File: src/rtl/fp_square_seq.sv
// Sequential binary32 squarer: radix-2 shift-add mantissa product, RNE, flush-to-zero.
// Define FPSQ_STATUS_EN to add the flags[3:0] = {invalid, overflow, underflow, inexact} port.
module fp_square_seq #(
    parameter int XLEN = 32
) (
    input  logic            clk,
    input  logic            rst_n,
    input  logic            in_valid,
    output logic            in_ready,
    input  logic [XLEN-1:0] A,
    output logic            out_valid,
    input  logic            out_ready,
`ifdef FPSQ_STATUS_EN
    output logic [3:0]      flags,
`endif
    output logic [XLEN-1:0] result
);

    typedef enum logic [1:0] {
        IDLE,
        MUL,
        NORM,
        DONE
    } state_t;

    state_t      r_state;
    state_t      w_next;
    logic [7:0]  r_exp;
    logic [23:0] r_m;
    logic [47:0] r_acc;
    logic [4:0]  r_cnt;
    logic [31:0] r_result;

    logic        w_special;
    logic [31:0] w_spec_res;
    logic [47:0] w_addend;

    logic signed [9:0] w_e_base;
    logic signed [9:0] w_e_norm;
    logic        w_hi;
    logic [22:0] w_mant;
    logic        w_g;
    logic        w_s;
    logic        w_rnd;
    logic [23:0] w_msum;
    logic        w_ovf;
    logic        w_unf;
    logic [31:0] w_norm_res;

    assign in_ready  = (r_state == IDLE);
    assign out_valid = (r_state == DONE);
    assign result    = r_result;

    assign w_special  = (A[30:23] == 8'd0) || (A[30:23] == 8'hFF);
    assign w_spec_res = (A[30:23] == 8'd0) ? 32'h0000_0000 :
                        (A[22:0] != 23'd0) ? 32'h7FC0_0000 : 32'h7F80_0000;

    assign w_addend = r_m[r_cnt] ? ({24'd0, r_m} << r_cnt) : 48'd0;

    // Product lies in [1,4); bit 47 selects the extra exponent step.
    assign w_e_base = $signed({1'b0, r_exp, 1'b0}) - 10'sd127;
    assign w_hi     = r_acc[47];
    assign w_mant   = w_hi ? r_acc[46:24] : r_acc[45:23];
    assign w_g      = w_hi ? r_acc[23] : r_acc[22];
    assign w_s      = w_hi ? (|r_acc[22:0]) : (|r_acc[21:0]);
    assign w_rnd    = w_g & (w_s | w_mant[0]);
    assign w_msum   = {1'b0, w_mant} + {23'd0, w_rnd};
    assign w_e_norm = w_e_base + $signed({9'd0, w_hi}) + $signed({9'd0, w_msum[23]});
    assign w_ovf    = (w_e_norm >= 10'sd255);
    assign w_unf    = (w_e_norm <= 10'sd0);

    always_comb begin
        w_norm_res = {1'b0, w_e_norm[7:0], w_msum[22:0]};
        if (w_ovf) begin
            w_norm_res = 32'h7F80_0000;
        end else if (w_unf) begin
            w_norm_res = 32'h0000_0000;
        end
    end

    always_ff @(posedge clk or negedge rst_n) begin
        if (!rst_n) begin
            r_state <= IDLE;
        end else begin
            r_state <= w_next;
        end
    end

    always_comb begin
        w_next = r_state;
        unique case (r_state)
            IDLE: if (in_valid) w_next = w_special ? DONE : MUL;
            MUL:  if (r_cnt == 5'd23) w_next = NORM;
            NORM: w_next = DONE;
            DONE: if (out_ready) w_next = IDLE;
            default: w_next = IDLE;
        endcase
    end

    always_ff @(posedge clk or negedge rst_n) begin
        if (!rst_n) begin
            r_exp    <= 8'd0;
            r_m      <= 24'd0;
            r_acc    <= 48'd0;
            r_cnt    <= 5'd0;
            r_result <= 32'd0;
        end else begin
            unique case (r_state)
                IDLE: begin
                    if (in_valid) begin
                        r_exp <= A[30:23];
                        r_m   <= {1'b1, A[22:0]};
                        r_acc <= 48'd0;
                        r_cnt <= 5'd0;
                        if (w_special) r_result <= w_spec_res;
                    end
                end
                MUL: begin
                    r_acc <= r_acc + w_addend;
                    r_cnt <= r_cnt + 5'd1;
                end
                NORM:    r_result <= w_norm_res;
                default: ;
            endcase
        end
    end

`ifdef FPSQ_STATUS_EN
    logic [3:0] r_flags;
    logic       w_nan_in;

    assign w_nan_in = (A[30:23] == 8'hFF) && (A[22:0] != 23'd0);
    assign flags    = r_flags;

    always_ff @(posedge clk or negedge rst_n) begin
        if (!rst_n) begin
            r_flags <= 4'b0000;
        end else if (r_state == IDLE && in_valid && w_special) begin
            r_flags <= {w_nan_in, 3'b000};
        end else if (r_state == NORM) begin
            r_flags <= {1'b0, w_ovf, w_unf & ~w_ovf, w_g | w_s | w_ovf | w_unf};
        end
    end
`endif

endmodule

File: config.mk
export PLATFORM = sky130hd
export DESIGN_NAME = fp_square_seq
export DESIGN_NICKNAME = d
export VERILOG_FILES = /design/src/rtl/fp_square_seq.sv
export SDC_FILE = /design/constraint.sdc
export NUM_CORES = 1
export LEC_CHECK = 0
export ABC_AREA = 1
export CORE_MARGIN = 2
export CORE_UTILIZATION = 30
export DETAILED_ROUTE_END_ITERATION = 16
export HOLD_SLACK_MARGIN = 0.12
export RECOVER_POWER = 100
export SETUP_SLACK_MARGIN = 0.4
export SYNTH_ARGS = -nofsm -noshare
export SYNTH_HDL_FRONTEND = slang
export SYNTH_SLANG_ARGS = --single-unit
File: constraint.sdc
create_clock -name clk -period 3.3 [get_ports clk]
set_clock_uncertainty 0.2 [all_clocks]
set_input_delay 0.825 -clock clk [delete_from_list [all_inputs] [get_ports clk]]
set_output_delay 0.825 -clock clk [all_outputs]
set_load 0.005 [all_outputs]
==> summary.md, run 1 <==
| Metric | Value |
|---|---|
| Layout overhead on the synthesized area | 53.6% |
| Register area share after synthesis | 24.5% |
| Cells along the critical path | inv_2 -> buf_12 -> nand2_1 -> nand3_1 -> nand2_1 -> nor2_1 -> o21ai_1 -> nor2_1 -> a31oi_1 -> buf_4 -> nor2_1 -> ha_1 -> nand2_2 -> nor2_4 -> inv_2 -> nor2_4 -> nand3_1 -> nand3b_1 -> a21oi_1 -> o21ai_1 -> o21ai_1 |
| Setup TNS | -11510 ps |
| HPWL Detailed | 36400 microns |
| Initial Util | 30.4% |
| Status | finished with violations |
| First-pass GRT wire length | 73800 microns |
| Post-synthesis async set-or-reset flop share | 100% |
| Pre-Repair DR Iteration Count | 5 |
| Unrepaired setup endpoints after global routing | true |
| Most frequent cells in the layout | 774 x nand2_1, 336 x buf_4, 283 x inv_1 |
| Critical path class | flip-flop to flip-flop |
| Cells after synthesis | 2136 |
| Startpoint Class | flip-flop |
| Slew HR | -43.3% |
| Ys flop type | dfrtp_1 |
| # diodes | 0 |
| Largest family of logic cells by synthesized area | simple AND/OR/NAND/NOR gates |
| Filler cells | 4065 |
| Post-Route WL | 47600 microns |
| Max cap viols | 1 |
| Post-synth design cell area | 12000 sq um |
| Xor/xnor share of the synthesized area | 0.509% |
| Largest net degree at the start of global routing | 47 |
| Mux cell area share after synthesis | 0.166% |
| Max Buffers Root-to-Sink | 2 |
| Via count | 14.8k |
| Synth Area in Adders | 5.88% |
| Req. time, crit path | 3410 ps |
| Synthesis Warnings | 0 |
| EDFF count, synth | 0 |
| CP max FO | 14 |
| Worst Slack Setup Final | -296 ps |
| H-tree depth | 4 |
| Synth Area in Compound Gates | 10.3% |
| Minimum clock period | 3600 ps |
| Die W | 204 microns |
| Maximum clock rate | 0.278 GHz |
| Most common cell after layout, fill and taps aside | nand2_1 |
| Post-synth cell types | 53 |
| WP data arrival | 3700 ps |
| Drt wl/cell | 15.5 microns |
| I/O pins | 70 |
| Core area | 39600 sq um |
| Congestion Overflow GR | 0 |
| Root cell of the clock tree | clkbuf_16 |
| Critical path's largest stage delay | 430 ps |
| Clk sink count | 118 |
| Synth Area in Simple Gates | 45.7% |
| Syn avg cell area | 5.64 sq um |
| Slew of the pin with the lowest slew margin | 2150 ps |
| Failing checks | max-capacitance violations, max-slew violations, negative setup slack |
| Post-route insts no fill | 3074 |
| Setup violators final | 70 |
| Post-synth net total | 2228 |
| Total placed cells including tap cells | 2968 |
| Total die area | 41800 sq um |
| Initial antenna violation count | 0 |
| Crit path max-delay cell type | dfrtp_2 |
| Hold Vio Cnt, Final | 0 |
| Antenna viol nets, final | 0 |
| CTS tree | yes |
| Row cnt | 73 |
| Vias/cell | 4.80 |
| Final Cycle Share | 109% |
| GRT Util Overall | 22.6% |
| Final total power | 16.1 mW |
| Fraction of layout cells with a size suffix above 1 | 32.2% |
| 1st-iter DRT viols | 963 |
| Placed cell areas | 15800 sq um |
| Worst-Skew Late Latency | 450 ps |
| Hold_buf cts | 0 |
| Seq cells post-synth | 118 |
| Vias in the first global route | 14.0k |
| Pwr dens | 869 nW/um^2 |
| Max Transition Viols Final | 40 |
| CTS clk-pin slew, worst paths | 70 ps |
| Peak supply drop | 440 uV |
| Finished Cell Area | 18500 sq um |
| Net count, final | 2628 |
| DRC errors left | 0 |
| Placer Congestion | 0.952 |
| Port Buffers | 67 |
| Crit. End Element | flip-flop |
| Hold crit path type | flip-flop to flip-flop |
| Die Ht | 204 microns |
| CTS Buf Count | 17 |
| Leak | 9.66 nW |
| Final Util | 46.7% |
==> through the flow <==
stage,hold WS (ps),setup slack [ps]
after global routing,289,-496
after floorplan,248,58.9
after global placement,264,-389
final,268,-296
after CTS,175,-235
after detailed placement,266,-392
==> logic make-up after synthesis <==
kind of cell               after synthesis
adders and majority gates               56
DFF                                    118
xor gates and xnor gates                 7
muxes                                    2
and+or+nand+nor                       1340
buffers and inverters                  387
other                                    1
AOI/OAI and AO/OA                      225
==> what timing repair did <==
item,4_1_cts,5_1_grt
setup buffers,48,20
hold endpoints to repair,0,0
cloned,3,3
setup endpoints to repair,76,78
resized for setup,199,235
pin swaps,52,48
==> Yosys cell counts, types with 7 or more instances <==
| master | instances | share of area (%) |
|---|---|---|
| o21bai_1 | 7 | 0.44 |
| nand3_1 | 162 | 6.7 |
| nand2_2 | 13 | 0.68 |
| o21ai_1 | 17 | 0.71 |
| a21oi_1 | 58 | 2.4 |
| a31oi_1 | 13 | 0.68 |
| buf_2 | 13 | 0.54 |
| ha_1 | 55 | 5.7 |
| inv_1 | 323 | 10 |
| dfrtp_1 | 118 | 25 |
| buf_1 | 8 | 0.25 |
| nor2_1 | 192 | 6.0 |
| nor4_1 | 7 | 0.36 |
| o22ai_1 | 14 | 0.73 |
| clkbuf_1 | 25 | 0.78 |
| nand4_1 | 25 | 1.3 |
| nand2_1 | 889 | 28 |
| nor3_1 | 20 | 0.83 |
| o21ai_0 | 97 | 4.0 |
==> worst max-delay path: cells and delay by family (launching register included) <==
kind,cells,cell delay [ps]
DFF,1,430
AOI/OAI and AO/OA,5,810
and+or+nand+nor,11,1170
buffers and inverters,4,470
adders and majority gates,1,360
==> worst paths after layout <==
kind	start	endpoint	slack (ps)	cells past startpoint
min in group asynchronous	rst_n	result[29]	800	1
hold / removal	result[18]	result[18]	270	2
hold reg to reg	result[18]	result[18]	270	2
setup / recovery	r_cnt[0]	r_acc[22]	-300	21
setup reg to reg	r_cnt[0]	r_acc[22]	-300	21
max in group asynchronous	rst_n	r_acc[18]	240	2
==> where the power goes <==
part / leakage (nW) / switching, mW / total [mW] / internal, mW
logic: 7.83 / 6.61 / 11.6 / 5.01
clock network: 0.297 / 0.758 / 2.02 / 1.26
registers: 1.53 / 0.478 / 2.43 / 1.95
total: 9.66 / 7.85 / 16.1 / 8.23
==> final cells by class <==
cell class / count / area [sq um] / share of cell area (%)
tap: 525 / 657 / 3.55
sequential: 118 / 2960 / 16.0
multi-input combinational: 1632 / 9310 / 50.3
clock buffer: 19 / 433 / 2.34
clock inverter: 13 / 181 / 0.980
inverter: 329 / 1260 / 6.84
timing repair buffer: 438 / 3710 / 20.0
==> flip-flops by register name, summed over array words and instances, names as in the netlist <==
name     count
r_m         24
r_state      2
r_exp        8
r_acc       48
r_cnt        5
result      31
==> layer usage <==
| metal | share of wire [%] | wire length, microns | vias to the layer above | global-route usage [%] |
|---|---|---|---|---|
| li1 | - | - | 7492 | - |
| met1 | 45 | 21400 | 6850 | 29.2 |
| met2 | 48 | 22800 | 343 | 38.8 |
| met3 | 3.9 | 1840 | 80 | 2.95 |
| met4 | 3.2 | 1530 | 0 | 7.01 |
| met5 | 0 | 0 | - | 0 |
Note: power is estimated with default switching activity, not from simulation.
==> inputs of run 2 (changes only) <==
--- a/config.mk
+++ b/config.mk
@@ -9,7 +9,6 @@
 export CORE_MARGIN = 2
 export CORE_UTILIZATION = 30
 export DETAILED_ROUTE_END_ITERATION = 16
-export HOLD_SLACK_MARGIN = 0.12
 export RECOVER_POWER = 100
 export SETUP_SLACK_MARGIN = 0.4
 export SYNTH_ARGS = -nofsm -noshare
==> results of run 2 <==
No change in the layout: final DEF, timing and power equal those of run 1.
